$ cat src/rtl/tlul_interconnect_top.sv
// Single-master/single-slave TL-UL interconnect: one first-word-fall-through FIFO per channel.
// Optional macro TLUL_OPCODE_CHECK_EN answers unsupported A opcodes locally with an error response.

module tlul_fifo #(
  parameter int WIDTH = 8,
  parameter int DEPTH = 2
) (
  input  logic             clk,
  input  logic             rst_n,
  input  logic             push,
  input  logic [WIDTH-1:0] push_data,
  input  logic             pop,
  output logic [WIDTH-1:0] head,
  output logic             full,
  output logic             empty
);
  localparam int PW = (DEPTH > 1) ? $clog2(DEPTH) : 1;

  logic [WIDTH-1:0] mem [DEPTH];
  logic [PW-1:0]    wr_ptr;
  logic [PW-1:0]    rd_ptr;
  logic [PW:0]      count;

  always_ff @(posedge clk or negedge rst_n) begin
    if (!rst_n) begin
      wr_ptr <= '0;
      rd_ptr <= '0;
      count  <= '0;
    end else begin
      if (push) wr_ptr <= wr_ptr + PW'(1);
      if (pop)  rd_ptr <= rd_ptr + PW'(1);
      if (push && !pop)      count <= count + (PW+1)'(1);
      else if (pop && !push) count <= count - (PW+1)'(1);
    end
  end

  always_ff @(posedge clk) begin
    if (push) mem[wr_ptr] <= push_data;
  end

  assign full  = (count == (PW+1)'(DEPTH));
  assign empty = (count == '0);
  // Head is zeroed while empty so idle payload outputs read as 0.
  assign head  = empty ? '0 : mem[rd_ptr];
endmodule

module tlul_interconnect_top #(
  parameter int OPCODE_WIDTH = 3,
  parameter int PARAM_WIDTH  = 3,
  parameter int SIZE_WIDTH   = 3,
  parameter int SRC_WIDTH    = 1,
  parameter int SINK_WIDTH   = 1,
  parameter int ADDR_WIDTH   = 32,
  parameter int DATA_WIDTH   = 32,
  parameter int MASK_WIDTH   = DATA_WIDTH / 8,
  parameter int A_DEPTH      = 2,
  parameter int D_DEPTH      = 2
) (
  input  logic                    clk_24,
  input  logic                    reset,
  input  logic                    master_a_valid,
  output logic                    master_a_ready,
  input  logic [OPCODE_WIDTH-1:0] master_a_opcode,
  input  logic [PARAM_WIDTH-1:0]  master_a_param,
  input  logic [SIZE_WIDTH-1:0]   master_a_size,
  input  logic [SRC_WIDTH-1:0]    master_a_source,
  input  logic [ADDR_WIDTH-1:0]   master_a_address,
  input  logic [MASK_WIDTH-1:0]   master_a_mask,
  input  logic [DATA_WIDTH-1:0]   master_a_data,
  output logic                    master_d_valid,
  input  logic                    master_d_ready,
  output logic [OPCODE_WIDTH-1:0] master_d_opcode,
  output logic [PARAM_WIDTH-1:0]  master_d_param,
  output logic [SIZE_WIDTH-1:0]   master_d_size,
  output logic [SRC_WIDTH-1:0]    master_d_source,
  output logic [SINK_WIDTH-1:0]   master_d_sink,
  output logic [DATA_WIDTH-1:0]   master_d_data,
  output logic                    master_d_error,
  output logic                    slave_a_valid,
  input  logic                    slave_a_ready,
  output logic [OPCODE_WIDTH-1:0] slave_a_opcode,
  output logic [PARAM_WIDTH-1:0]  slave_a_param,
  output logic [SIZE_WIDTH-1:0]   slave_a_size,
  output logic [SRC_WIDTH-1:0]    slave_a_source,
  output logic [ADDR_WIDTH-1:0]   slave_a_address,
  output logic [MASK_WIDTH-1:0]   slave_a_mask,
  output logic [DATA_WIDTH-1:0]   slave_a_data,
  input  logic                    slave_d_valid,
  output logic                    slave_d_ready,
  input  logic [OPCODE_WIDTH-1:0] slave_d_opcode,
  input  logic [PARAM_WIDTH-1:0]  slave_d_param,
  input  logic [SIZE_WIDTH-1:0]   slave_d_size,
  input  logic [SRC_WIDTH-1:0]    slave_d_source,
  input  logic [SINK_WIDTH-1:0]   slave_d_sink,
  input  logic [DATA_WIDTH-1:0]   slave_d_data,
  input  logic                    slave_d_error
);
  // A entry carries a "local" flag in its MSB for requests the slave must never see.
  localparam int A_PAYLOAD = OPCODE_WIDTH + PARAM_WIDTH + SIZE_WIDTH + SRC_WIDTH
                           + ADDR_WIDTH + MASK_WIDTH + DATA_WIDTH;
  localparam int A_W       = A_PAYLOAD + 1;
  localparam int D_W       = OPCODE_WIDTH + PARAM_WIDTH + SIZE_WIDTH + SRC_WIDTH
                           + SINK_WIDTH + DATA_WIDTH + 1;

  logic             ready_en;
  logic             a_bad;
  logic             inject;
  logic             a_push, a_pop, a_full, a_empty;
  logic [A_W-1:0]   a_head;
  logic [A_PAYLOAD-1:0] a_out;
  logic             d_push, d_pop, d_full, d_empty;
  logic [D_W-1:0]   d_in, d_local, d_head;

  // Holds both ready outputs low until the first edge after reset release.
  always_ff @(posedge clk_24 or negedge reset) begin
    if (!reset) ready_en <= 1'b0;
    else        ready_en <= 1'b1;
  end

  assign master_a_ready = ready_en && !a_full;
  assign a_push         = master_a_valid && master_a_ready;
  assign slave_a_valid  = !a_empty && !a_head[A_W-1];
  assign a_pop          = (slave_a_valid && slave_a_ready) || inject;
  assign a_out          = slave_a_valid ? a_head[A_PAYLOAD-1:0] : '0;
  assign {slave_a_opcode, slave_a_param, slave_a_size, slave_a_source,
          slave_a_address, slave_a_mask, slave_a_data} = a_out;

  tlul_fifo #(.WIDTH(A_W), .DEPTH(A_DEPTH)) u_a_fifo (
    .clk       (clk_24),
    .rst_n     (reset),
    .push      (a_push),
    .push_data ({a_bad, master_a_opcode, master_a_param, master_a_size, master_a_source,
                 master_a_address, master_a_mask, master_a_data}),
    .pop       (a_pop),
    .head      (a_head),
    .full      (a_full),
    .empty     (a_empty)
  );

  assign slave_d_ready  = ready_en && !d_full && !inject;
  assign d_push         = (slave_d_valid && slave_d_ready) || inject;
  assign d_in           = inject ? d_local
                                 : {slave_d_opcode, slave_d_param, slave_d_size, slave_d_source,
                                    slave_d_sink, slave_d_data, slave_d_error};
  assign master_d_valid = !d_empty;
  assign d_pop          = master_d_valid && master_d_ready;
  assign {master_d_opcode, master_d_param, master_d_size, master_d_source,
          master_d_sink, master_d_data, master_d_error} = d_head;

  tlul_fifo #(.WIDTH(D_W), .DEPTH(D_DEPTH)) u_d_fifo (
    .clk       (clk_24),
    .rst_n     (reset),
    .push      (d_push),
    .push_data (d_in),
    .pop       (d_pop),
    .head      (d_head),
    .full      (d_full),
    .empty     (d_empty)
  );

`ifdef TLUL_OPCODE_CHECK_EN
  localparam int SRC_LSB  = ADDR_WIDTH + MASK_WIDTH + DATA_WIDTH;
  localparam int SIZE_LSB = SRC_LSB + SRC_WIDTH;
  localparam int OP_LSB   = SIZE_LSB + SIZE_WIDTH + PARAM_WIDTH;

  logic [7:0]              inflight;
  logic                    fwd, rsp;
  logic [OPCODE_WIDTH-1:0] head_opcode;

  assign a_bad = !((master_a_opcode == OPCODE_WIDTH'(0)) || (master_a_opcode == OPCODE_WIDTH'(1)) ||
                   (master_a_opcode == OPCODE_WIDTH'(4)));
  assign fwd   = slave_a_valid && slave_a_ready;
  assign rsp   = slave_d_valid && slave_d_ready;

  // Counts requests handed to the slave whose response has not yet entered the D FIFO.
  always_ff @(posedge clk_24 or negedge reset) begin
    if (!reset)                               inflight <= '0;
    else if (fwd && !rsp)                     inflight <= inflight + 8'd1;
    else if (!fwd && rsp && inflight != '0)   inflight <= inflight - 8'd1;
  end

  assign head_opcode = a_head[OP_LSB +: OPCODE_WIDTH];
  assign inject      = ready_en && !a_empty && a_head[A_W-1] && (inflight == '0) && !d_full;
  assign d_local     = {(head_opcode >= OPCODE_WIDTH'(4)) ? OPCODE_WIDTH'(1) : OPCODE_WIDTH'(0),
                        PARAM_WIDTH'(0), a_head[SIZE_LSB +: SIZE_WIDTH], a_head[SRC_LSB +: SRC_WIDTH],
                        SINK_WIDTH'(0), DATA_WIDTH'(0), 1'b1};
`else
  assign a_bad   = 1'b0;
  assign inject  = 1'b0;
  assign d_local = '0;
`endif
endmodule

$ cat config.mk
export PLATFORM = sky130hd
export DESIGN_NAME = tlul_interconnect_top
export DESIGN_NICKNAME = d
export VERILOG_FILES = /design/src/rtl/tlul_interconnect_top.sv
export SDC_FILE = /design/constraint.sdc
export NUM_CORES = 1
export LEC_CHECK = 0
export ABC_AREA = 1
export BUFFER_PORTS_ARGS = -buffer_cell sky130_fd_sc_hd__buf_2
export CELL_PAD_IN_SITES_DETAIL_PLACEMENT = 1
export CELL_PAD_IN_SITES_GLOBAL_PLACEMENT = 1
export CORE_UTILIZATION = 25
export CTS_CLUSTER_DIAMETER = 60
export DETAILED_ROUTE_END_ITERATION = 10
export PLACE_DENSITY_LB_ADDON = 0.15
export REMOVE_ABC_BUFFERS = 1
export SLEW_MARGIN = 20
export SYNTH_ARGS = -nofsm -noshare
export SYNTH_HDL_FRONTEND = slang
export SYNTH_HIERARCHICAL = 1
export SYNTH_SLANG_ARGS = --single-unit
export TNS_END_PERCENT = 100
$ cat constraint.sdc
create_clock -name clk_24 -period 4.4 [get_ports clk_24]
set_input_delay 0 -clock clk_24 [delete_from_list [all_inputs] [get_ports clk_24]]
set_output_delay 0 -clock clk_24 [all_outputs]
set_load 0.005 [all_outputs]
### Word level (Yosys, flattened, before mapping)

Memories as Yosys holds them, arrays and structs flattened.
Index checks and enable logic that the tools add are counted.

* multiplexer cells: 11
* reductions and logical operators: 24
* equality and inequality tests: 2
* add/subtract/negate cells: 8

Operators by type and width (number)
* $mux 79: 1
* $mux 78: 1
* $mux 44: 1
* $logic_and 1x1->1: 11
* $logic_not 1->1: 9
* $mux 2: 4
* $add 1x1->1 const B: 4
* $add 2x1->2 const B: 2
* $eq 2x2->1 const B: 2
* $logic_not 2->1: 2
* $mux 1: 4
* $reduce_bool 2->1: 2
* $sub 2x1->2 const B: 2

* memory bits (writable): 244
* flip-flop bits (word level): 9
* memories kept: 2
* logic and storage cells: 54
* bits of input ports: 128
* output and inout port bits: 126

Memory list
* u_a_fifo.mem: depth 2, width 78, rd ports 1, clocked after memory_dff 0, write ports 1, RTL line 19 `logic [WIDTH-1:0] mem [DEPTH];`
* u_d_fifo.mem: depth 2, width 44, rd ports 1, clocked after memory_dff 0, write ports 1, RTL line 19

### Logic depth before layout (Yosys ltp)

Gate-level depths: netlist of the first run.

* depth in word-level cells: 8
* depth in mapped cells: 16
* depth with buffers taken out: 13

### By module

The synthesis of the first run kept the hierarchy.

Modules (own cells, without submodules)
* tlul_fifo at u_a_fifo: seq. area each 4844.6 um^2, cells each 446, instances 1, area an instance 6094.6 um^2
* tlul_fifo at u_d_fifo: seq. area each 2742.6 um^2, cells each 259, instances 1, area an instance 3489.6 um^2
* tlul_interconnect_top: seq. area each 25.0 um^2, cells each 186, instances 1, area an instance 1047.3 um^2

### Least setup slack after synthesis of the first run

Ideal clock, no wire load.

* kind: flip-flop to flip-flop
* start point: reg u_a_fifo.count[1]
* end point: mem u_a_fifo/mem[0][0] (netlist name), enable pin
* arrival: 4.147 ns
* setup time: 0.517 ns
* data required time: 3.883 ns
* path slack: -0.264 ns
* stages on the path, launching flop included: 8
* buffers on the path: 0
* clock period less this slack: 4.664 ns
* cells stage by stage: dfrtp_1 -> inv_1 -> nor2_1 -> inv_1 -> nand2_1 -> nor2_1 -> inv_1 -> nor2_1

* word-level cells in the longest chain between the ends: 6

RTL lines
* from (decl): RTL line 22 `logic [PW:0] count;`
* from (signal assigned): RTL line 32 `if (push && !pop) count <= count + (PW+1)'(1);`
* from (signal assigned): RTL line 33 `else if (pop && !push) count <= count - (PW+1)'(1);`
* $eq 2x2->1: RTL line 41 `assign full = (count == (PW+1)'(DEPTH));`
* via a_full: RTL line 108 `logic a_push, a_pop, a_full, a_empty;`
* $logic_not 1->1: RTL line 120 `assign master_a_ready = ready_en && !a_full;`
* $logic_and 1x1->1: RTL line 120
* $logic_and 1x1->1: RTL line 121 `assign a_push = master_a_valid && master_a_ready;`
* via a_push: RTL line 108
* $mux 1: RTL line 38 `if (push) mem[wr_ptr] <= push_data;`
* $mux 1 (not written as such): RTL line 38
* to (decl): RTL line 19

The timed path passes the listed nets, and every way through them passes these cells.

### Worst setup path in the final report of the first run

* start point: reg u_a_fifo.count[0]
* end point: out slave_a_valid

* word-level cells in the longest chain between the ends: 3

RTL lines
* $logic_not 2->1: RTL line 42 `assign empty = (count == '0);`
* via a_empty: RTL line 108
* $logic_not 1->1: RTL line 122 `assign slave_a_valid = !a_empty && !a_head[A_W-1];`
* $logic_and 1x1->1: RTL line 122
* to (decl): RTL line 79 `output logic slave_a_valid,`

The timed path passes the listed nets, and every way through them passes these cells.

==> impl_metrics.env, run 1 <==
export IMPL_final_cells=1836
export IMPL_relSlewSlack=0.3715
export IMPL_core_area_sq_mm=0.04195
export IMPL_hold_violations=0
export IMPL_p_total_w=0.009124
export IMPL_worst_endpoint_required_ps=4400
export IMPL_cp_end_kind="output pin"
export IMPL_path_clk_slew_ps=60
export IMPL_synth_top_cells_by_area="edfxtp_1 (69%), nand2_1 (9.1%), a21oi_1 (5.8%), nor2_2 (4.1%), inv_1 (3.6%)"
export IMPL_synth_seq_cells=255
export IMPL_die_h_um=208.2
export IMPL_grt_max_degree=79
export IMPL_ant_nets=0
export IMPL_grt_pass1_wl_mm=46.01
export IMPL_cts_tree="built"
export IMPL_layout_drive_gt1_share=0.3079
export IMPL_syn_cell_area_sq_mm=0.01063
export IMPL_htreeDepth=2
export IMPL_path_cells="nor2_4 > buf_4 > inv_2 > nand2_8 > buf_4 > inv_1 > buf_2"
export IMPL_tightest_slew_ps=940.5
export IMPL_rsz0062_at_grt="false"
export IMPL_numCtsBuffers=34
export IMPL_cts_root_buf="clkbuf_16"
export IMPL_finalCriticalPeriod_ps=2927
export IMPL_critPathArrivalTime_ps=2930
export IMPL_ir_drop_mv=0.3263
export IMPL_place_hpwl_mm=18.27
export IMPL_maxCapViolations=0
export IMPL_placed_cells=1650
export IMPL_fp_row_count=75
export IMPL_io_buffers=253
export IMPL_path_class="reg2out"
export IMPL_ios=254
export IMPL_seq_area_frac_synth=0.7160
export IMPL_fmaxAchievable_ghz=0.3416
export IMPL_hold_class="in2reg"
export IMPL_gr_usage_all_layers=0.1368
export IMPL_vias=7619
export IMPL_grt_ovfl_total=0
export IMPL_synth_ff_type="edfxtp_1"
export IMPL_grt_pass1_vias=8151
export IMPL_finalNetCount=1405
export IMPL_slowest_stage="buf_4"
export IMPL_status="finished, final reports clean"
export IMPL_drc=0
export IMPL_die_area_sq_mm=0.04335
export IMPL_fp_dieW_um=208.2
export IMPL_max_stage_delay_ps=590
export IMPL_clkSinkCount=255
export IMPL_fin_ws_ps=1473
export IMPL_setup_violations=0
export IMPL_routabilityCongestion=0.7172
export IMPL_antenna_found_initial=3
export IMPL_post_synth_top_count_cell="nand2_1"
export IMPL_clk_path_buf_depth=3
export IMPL_hold_ws_ps=212.5
export IMPL_crit_fanout=44
export IMPL_synth_edf_count=246
export IMPL_leakage_nw=5.906
export IMPL_postCtsSetupBuffers=0
export IMPL_netlist_top_cells_count="nand2_1 (258), edfxtp_1 (246), a21oi_1 (123), inv_1 (102), nor2_2 (70)"
export IMPL_clk_latency_ps=510
export IMPL_final_max_slew_viol_count=0
export IMPL_finalClockSkew_ps=19.54
export IMPL_dr_pass1_iters=4
export IMPL_ys_types=22
export IMPL_yosysWarningCount=6
export IMPL_period_share=0.6653
export IMPL_synth_avg_cell_area_sq_um=11.93
export IMPL_synthCells=891
export IMPL_yosysTopAreaCell="edfxtp_1"
export IMPL_routedWlPerCell_um=16.05
export IMPL_nFillCells=4665
export IMPL_dp_slack_ps=1796
export IMPL_async_flop_share=0.03529
export IMPL_synth_top_area_frac=0.6948
export IMPL_viasPerCell=4.150
export IMPL_crit_top_cell="buf_4"
export IMPL_initial_utilization=0.2535
export IMPL_drtIter0Drc=231
export IMPL_critPathLaunchType="flop"
export IMPL_totalWireLength_mm=29.47
export IMPL_area_delta_synth_final_pct=38.13
export IMPL_power_density_mw_per_mm2=621.3
placed cells by master (no fill, tap or decap), drive strengths merged:
master       synthesis  final
bufinv               0      1
nor2                88     88
diode                0      1
xor2                 4      4
xnor2                2      2
dfrtp                9      9
conb                 2      3
clkbuf               0     41
nand3                2      2
clkinv               1     12
a21oi              123    123
inv                105    106
nand4                2      2
clkinvlp             0      3
ha                   2      2
nand2              259    259
dlygate4sd3          0    128
buf                 46    265
edfxtp             246    246
cell families after synthesis:
family,Yosys count,share of synthesized area
DFF,255,0.7160
and+or+nand+nor,351,0.1504
buffers and inverters,152,0.06767
xor gates and xnor gates,6,0.004943
other,2,0.0007064
AOI/OAI and AO/OA,123,0.05790
adders and majority gates,2,0.002353
stage by stage:
stage | util | TNS, ps | cell area [sq um]
6_report | 0.3501 | 0 | 14690
5_1_grt | 0.3501 | 0 | 14690
4_1_cts | 0.3500 | 0 | 14680
3_5_place_dp | 0.2953 | 0 | 12390
3_3_place_gp | 0.2953 | 0 | 12390
2_1_floorplan | - | -20820 | 10320
final timing paths:
path,to,slack (ps),from,cells past startpoint
worst min-delay path,u_d_fifo/mem[1][27],210,slave_d_data[26],2
min in group asynchronous,u_a_fifo/count[1],550,reset,3
max in group asynchronous,u_a_fifo/rd_ptr,3470,reset,3
worst max-delay path,slave_a_valid,1470,u_a_fifo/count[0],7
worst min register to register,u_d_fifo/wr_ptr,550,u_d_fifo/wr_ptr,1
worst max register to register,u_a_fifo/mem[0][0],1860,u_a_fifo/count[1],8
sequential cells by signal (all words and copies together), names as in the netlist:
signal	cells
ready_en	1
u_a_fifo/count	2
u_a_fifo/mem	158
u_a_fifo/rd_ptr	1
u_a_fifo/wr_ptr	1
u_d_fifo/count	2
u_d_fifo/mem	88
u_d_fifo/rd_ptr	1
u_d_fifo/wr_ptr	1
layer usage:
layer  routed length [um]  global-route usage  vias up
li1                     -                   -     3696
met1                12720              0.1672     3668
met2                14120              0.2324      202
met3                 2040             0.04257       49
met4                  555             0.03704        4
met5                   34                   0        -
report_power, final:
group	switching, W	total [W]	internal (W)
Combinational	0.00225	0.00343	0.00118
Clock	0.000993	0.00250	0.00151
Sequential	0.000162	0.00320	0.00303
Total	0.00340	0.00912	0.00572
final cells by class:
type | count | area (sq um) | share of cell area
diodes | 1 | 2.502 | 0.0001704
multi-input cells | 485 | 2323 | 0.1582
flip-flops and latches | 255 | 7616 | 0.5186
inverters | 106 | 406.6 | 0.02769
clock inverters | 16 | 113.9 | 0.007753
clock buffers | 41 | 898.4 | 0.06117
repair buffers | 393 | 2650 | 0.1805
well taps | 539 | 674.4 | 0.04592
worst max-delay path, delay by kind of cell (launching register included):
family	cells	cell delay (ps)
buffers and inverters	5	1360
AND/OR/NAND/NOR	2	560
flip-flops	1	460
timing repair:
item	4_1_cts	5_1_grt
endpoints found under the hold margin	258	0
setup endpoints to repair	0	0
resized for setup	0	0
hold buffers	128	0
Power figures use the tool's default switching activity.
==> inputs of run 2 (changes only) <==
- ABC_AREA: 1 -> 0
- clock period: 4.4 -> 2.7 ns (I/O delays scaled with it)
==> impl_metrics.env, run 2 <==
export IMPL_status="finished, final reports clean"
export IMPL_netlist_top_cells_count="edfxtp_1 (246), mux2i_1 (123), nor2_1 (117), nor3b_2 (79), buf_6 (20)"
export IMPL_path_class="reg2out"
export IMPL_synthCells=657
export IMPL_layout_drive_gt1_share=0.3822
export IMPL_reg2regPathDepth=4
export IMPL_p_total_w=0.01476
export IMPL_regMostFlops="u_a_fifo/mem"
export IMPL_power_density_mw_per_mm2=976.5
export IMPL_ios=254
export IMPL_layout_commonest_cell="buf_2"
export IMPL_ir_drop_mv=0.5576
export IMPL_reg2reg_to="u_a_fifo/mem[0][36]"
export IMPL_synth_edf_count=246
export IMPL_hold_class="in2reg"
export IMPL_cp_end_kind="output pin"
export IMPL_finalNetCount=1171
export IMPL_relSlewSlack=0.5175
export IMPL_yosysWarningCount=6
export IMPL_worstHoldStart="slave_d_data[29]"
export IMPL_finalClockSkew_ps=12.90
export IMPL_syn_cell_area_sq_mm=0.01098
export IMPL_cts_tree="built"
export IMPL_crit_fanout=92
export IMPL_r2r_setup_slack_ps=750
export IMPL_initial_utilization=0.2544
export IMPL_io_buffers=253
export IMPL_clkSinkCount=255
export IMPL_synth_top_area_frac=0.6725
export IMPL_vias=6647
export IMPL_largest_register_ffs=158
export IMPL_grt_pass1_wl_mm=41.05
export IMPL_grt_max_degree=93
export IMPL_synth_seq_cells=255
export IMPL_finalCriticalPeriod_ps=2262
export IMPL_cts_root_buf="clkbuf_16"
export IMPL_clk_path_buf_depth=3
export IMPL_tightest_slew_ps=723.7
export IMPL_seq_area_frac_synth=0.6930
export IMPL_area_delta_synth_final_pct=37.59
export IMPL_post_synth_top_count_cell="edfxtp_1"
export IMPL_yosysTopAreaCell="edfxtp_1"
export IMPL_viasPerCell=4.026
export IMPL_totalWireLength_mm=26.91
export IMPL_hold_ws_ps=160.5
export IMPL_setup_tns_ps=0
export IMPL_leakage_nw=6.022
export IMPL_postCtsSetupBuffers=0
export IMPL_ant_nets=0
export IMPL_final_max_slew_viol_count=0
export IMPL_htreeDepth=1
export IMPL_dr_pass1_iters=4
export IMPL_maxCapViolations=0
export IMPL_drtIter0Drc=166
export IMPL_clk_latency_ps=560
export IMPL_die_h_um=211.6
export IMPL_routedWlPerCell_um=16.30
export IMPL_fmaxAchievable_ghz=0.4421
export IMPL_grt_ovfl_total=0
export IMPL_fp_dieW_um=211.6
export IMPL_place_hpwl_mm=16.32
export IMPL_hold_path_depth=2
export IMPL_critPathArrivalTime_ps=2260
export IMPL_whs_endpoint="u_d_fifo/mem[1][30]"
export IMPL_async_flop_share=0.03529
export IMPL_core_area_sq_mm=0.04317
export IMPL_worst_endpoint_required_ps=2700
export IMPL_path_clk_slew_ps=60
export IMPL_top_regs="u_a_fifo/mem: 158 flops, u_d_fifo/mem: 88 flops"
export IMPL_synth_ff_type="edfxtp_1"
export IMPL_drc=0
export IMPL_rr_startpoint="u_a_fifo/count[1]"
export IMPL_fp_row_count=76
export IMPL_final_cell_mix="buf_2 (253), edfxtp_1 (246), dlygate4sd3_1 (128), mux2i_1 (123), nor2_1 (116)"
export IMPL_die_area_sq_mm=0.04478
export IMPL_synth_top_cells_by_area="edfxtp_1 (67%), mux2i_1 (11%), nor3b_2 (9.0%), nor2_1 (4.0%), buf_6 (2.1%)"
export IMPL_nFillCells=4637
export IMPL_numCtsBuffers=31
export IMPL_hold_violations=0
export IMPL_routabilityCongestion=0.6489
export IMPL_setup_violations=0
export IMPL_period_share=0.8378
export IMPL_grt_pass1_vias=7211
export IMPL_critPathLaunchType="flop"
export IMPL_synth_avg_cell_area_sq_um=16.72
export IMPL_gr_usage_all_layers=0.1190
export IMPL_rsz0062_at_grt="false"
export IMPL_ys_types=20
export IMPL_antenna_found_initial=2
[run 2: cell count changes after synthesis, moves of 21 or more]
cell     change
nand2_1    -258
a21oi_1    -123
mux2i_1    +123
nor2_1     +110
inv_1       -99
nor3b_2     +79
nor2_2      -60
buf_2       -21
[run 2: through the flow]
stage	area, sq um	utilization	instances	setup slack (ps)
finish	15110	0.3501	1651	438.0
global route	15110	0.3501	1651	273.7
CTS	15110	0.3500	1650	407.2
detailed placement	12820	0.2971	1465	715.1
global placement	12820	0.2971	1465	740.6
floorplan	10560	-	614	-9950
[run 2: worst max path at each step]
stage / end / start / slack (ps)
CTS: master_d_data[29] / u_d_fifo/rd_ptr / 410
global route: slave_a_data[17] / u_a_fifo/count[0] / 270
global placement: u_a_fifo/mem[0][46] / u_a_fifo/count[1] / 740
detailed placement: u_a_fifo/mem[0][36] / u_a_fifo/count[1] / 720
floorplan: u_a_fifo/count[1] / u_a_fifo/count[0] / -9950
finish: slave_a_size[0] / u_a_fifo/count[0] / 440
[run 2: cell families after synthesis]
kind of cell	Yosys count	share of synthesized area
muxes	123	0.1121
DFF	255	0.6930
xor gates and xnor gates	10	0.007974
buffers and inverters	47	0.04044
adders and majority gates	2	0.002278
other	2	0.0006837
and+or+nand+nor	218	0.1435
[run 2: layout make-up]
class | count | area (sq um) | share of cell area
flip-flops and latches | 255 | 7617 | 0.5040
multi-input cells | 356 | 2963 | 0.1960
diodes | 1 | 2.502 | 0.0001656
repair buffers | 394 | 2783 | 0.1841
well taps | 585 | 732.0 | 0.04843
clock inverters | 22 | 214.0 | 0.01416
clock buffers | 35 | 790.8 | 0.05232
inverters | 3 | 11.26 | 0.0007451
[run 2: repair_timing]
item,CTS,global route
hold endpoints to repair,259,0
hold buffers,128,0
resized for setup,0,0
[run 2: critical path, stage by stage, from the launching register on]
cell and delay (ps):
dfrtp_1 440, nor2_4 260, buf_12 390, nor2_1 110
nor3b_2 170, buf_2 170
[run 2: routing by layer]
metal,share of wire,vias up,global-route usage,routed length [um]
met5,0.00063,-,0,17
li1,-,3184,-,-
met2,0.47,180,0.1968,12570
met1,0.43,3238,0.1472,11670
met4,0.023,2,0.03173,615
met3,0.076,43,0.04109,2043
[run 2: where the power goes]
part,switching [W],internal (W)
clock,0.00159,0.00247
combinational,0.00301,0.00248
sequential,0.000262,0.00494
total,0.00487,0.00989
==> inputs of run 3 (changes only) <==
- ABC_AREA: 0 -> 1
- clock period: 2.7 -> 1.85 ns (I/O delays scaled with it)
==> impl_metrics.env, run 3 (synthesized netlist as in run 1, its figures left out) <==
export IMPL_violations="setup timing"
export IMPL_ant_nets=0
export IMPL_cp_end_kind="output pin"
export IMPL_critPathLaunchType="flop"
export IMPL_regMostFlops="u_a_fifo/mem"
export IMPL_final_util=0.3861
export IMPL_grt_pass1_wl_mm=49.60
export IMPL_gr_usage_all_layers=0.1503
export IMPL_area_delta_synth_final_pct=52.35
export IMPL_crit_fanout=7
export IMPL_fp_row_count=75
export IMPL_viasPerCell=4.200
export IMPL_drtIter0Drc=281
export IMPL_totalWireLength_mm=35.59
export IMPL_status="finished, violations left"
export IMPL_path_class="reg2out"
export IMPL_top_regs="u_a_fifo/mem: 158 flops, u_d_fifo/mem: 88 flops"
export IMPL_path_clk_slew_ps=60
export IMPL_rr_startpoint="u_a_fifo/rd_ptr"
export IMPL_nFillCells=4558
export IMPL_die_h_um=208.2
export IMPL_hold_class="in2reg"
export IMPL_cts_root_buf="clkbuf_16"
export IMPL_clk_latency_ps=560
export IMPL_fin_ws_ps=-194.0
export IMPL_final_cell_mix="nand2_1 (254), buf_2 (246), edfxtp_1 (246), dlygate4sd3_1 (128), a21oi_1 (116)"
export IMPL_grt_max_degree=51
export IMPL_numCtsBuffers=30
export IMPL_routabilityCongestion=0.7032
export IMPL_critPathLaunch="u_a_fifo/rd_ptr"
export IMPL_initial_utilization=0.2535
export IMPL_critPathArrivalTime_ps=2040
export IMPL_hold_violations=0
export IMPL_relSlewSlack=0.6539
export IMPL_maxCapViolations=0
export IMPL_power_density_mw_per_mm2=1625
export IMPL_grt_ovfl_total=0
export IMPL_ir_drop_mv=0.8364
export IMPL_io_buffers=253
export IMPL_worstHoldStart="slave_d_size[1]"
export IMPL_antenna_found_initial=3
export IMPL_dr_pass1_iters=4
export IMPL_vias=7967
export IMPL_fmaxAchievable_ghz=0.4892
export IMPL_ios=254
export IMPL_multiInputGateArea_sq_mm=0.002557
export IMPL_final_seq_area_sq_mm=0.007617
export IMPL_largest_register_ffs=158
export IMPL_htreeDepth=1
export IMPL_fin_area_sq_mm=0.01620
export IMPL_grt_pass1_vias=8345
export IMPL_routedWlPerCell_um=18.76
export IMPL_fp_dieW_um=208.2
export IMPL_layout_commonest_cell="nand2_1"
export IMPL_drc=0
export IMPL_clk_path_buf_depth=3
export IMPL_place_hpwl_mm=18.35
export IMPL_finalClockSkew_ps=12.61
export IMPL_place_area_sq_mm=0.01274
export IMPL_period_share=1.105
export IMPL_finalCriticalPeriod_ps=2044
export IMPL_layout_drive_gt1_share=0.3503
export IMPL_core_area_sq_mm=0.04195
export IMPL_die_area_sq_mm=0.04335
export IMPL_finalNetCount=1466
export IMPL_setup_violations=79
export IMPL_worst_endpoint_required_ps=1850
export IMPL_final_max_slew_viol_count=0
export IMPL_clkSinkCount=255
export IMPL_tightest_slew_ps=517.4
export IMPL_cts_tree="built"
export IMPL_rsz0062_at_grt="true"
export IMPL_leakage_nw=6.536
[run 3: metrics by stage]
| step | power (W) | setup TNS [ps] | hold WS [ps] | setup slack, ps | std cells |
|---|---|---|---|---|---|
| finish | 0.02632 | -12430 | 161.0 | -194.0 | 1897 |
| global route | 0.02796 | -20720 | 143.1 | -291.3 | 1897 |
| CTS | 0.02508 | -15600 | 118.9 | -234.2 | 1879 |
| detailed placement | 0.01640 | 0 | -106.7 | 107.2 | 1672 |
| global placement | 0.01633 | 0 | -103.9 | 149.3 | 1672 |
| floorplan | 0.01234 | -465120 | -295.6 | -2814 | 846 |
[run 3: per-layer routing]
metal  share of wire  up-vias  track usage
li1                -     3849            -
met2            0.48      219       0.2573
met1            0.44     3858       0.1897
met4           0.017        2      0.02861
met5         0.00048        -            0
met3           0.061       39      0.04196
[run 3: worst paths after layout]
check                                      end  slack (ps)  cells after the start
max in group asynchronous      u_a_fifo/rd_ptr         970                      3
max                            slave_a_data[1]        -190                      9
min in group asynchronous             ready_en         480                      3
min                        u_d_fifo/mem[1][36]         160                      2
max reg2reg                  u_a_fifo/count[1]          10                     12
min reg2reg                    u_d_fifo/wr_ptr         560                      1
[run 3: power by group]
part | internal [W] | switching, W | leakage (nW)
Clock | 0.00315 | 0.00229 | 0.444
Combinational | 0.00591 | 0.00749 | 3.74
Sequential | 0.00720 | 0.000277 | 2.35
Total | 0.0163 | 0.0101 | 6.54
[run 3: timing repair]
action,CTS,global route
endpoints found under the hold margin,259,0
hold buffers,128,0
setup endpoints to repair,124,146
gates resized for setup,45,58
pin swaps,2,3
buffers inserted,14,4
cloned,14,14
[run 3: final cells by class]
| type | count | share of cell area |
|---|---|---|
| inverters | 106 | 0.02572 |
| multi-input cells | 485 | 0.1579 |
| well taps | 539 | 0.04164 |
| flip-flops and latches | 255 | 0.4703 |
| clock inverters | 18 | 0.006798 |
| clock buffers | 34 | 0.04859 |
| repair buffers | 458 | 0.2487 |
| diodes | 2 | 0.0003090 |
[run 3: critical path, cell delays in order (launching register included)]
cell and delay [ps]:
dfrtp_4 530, clkinv_8 90, nand2_4 40, a21oi_2 120
inv_2 70, nand2_8 90, buf_12 170, buf_16 190
nor2_4 40, buf_2 120
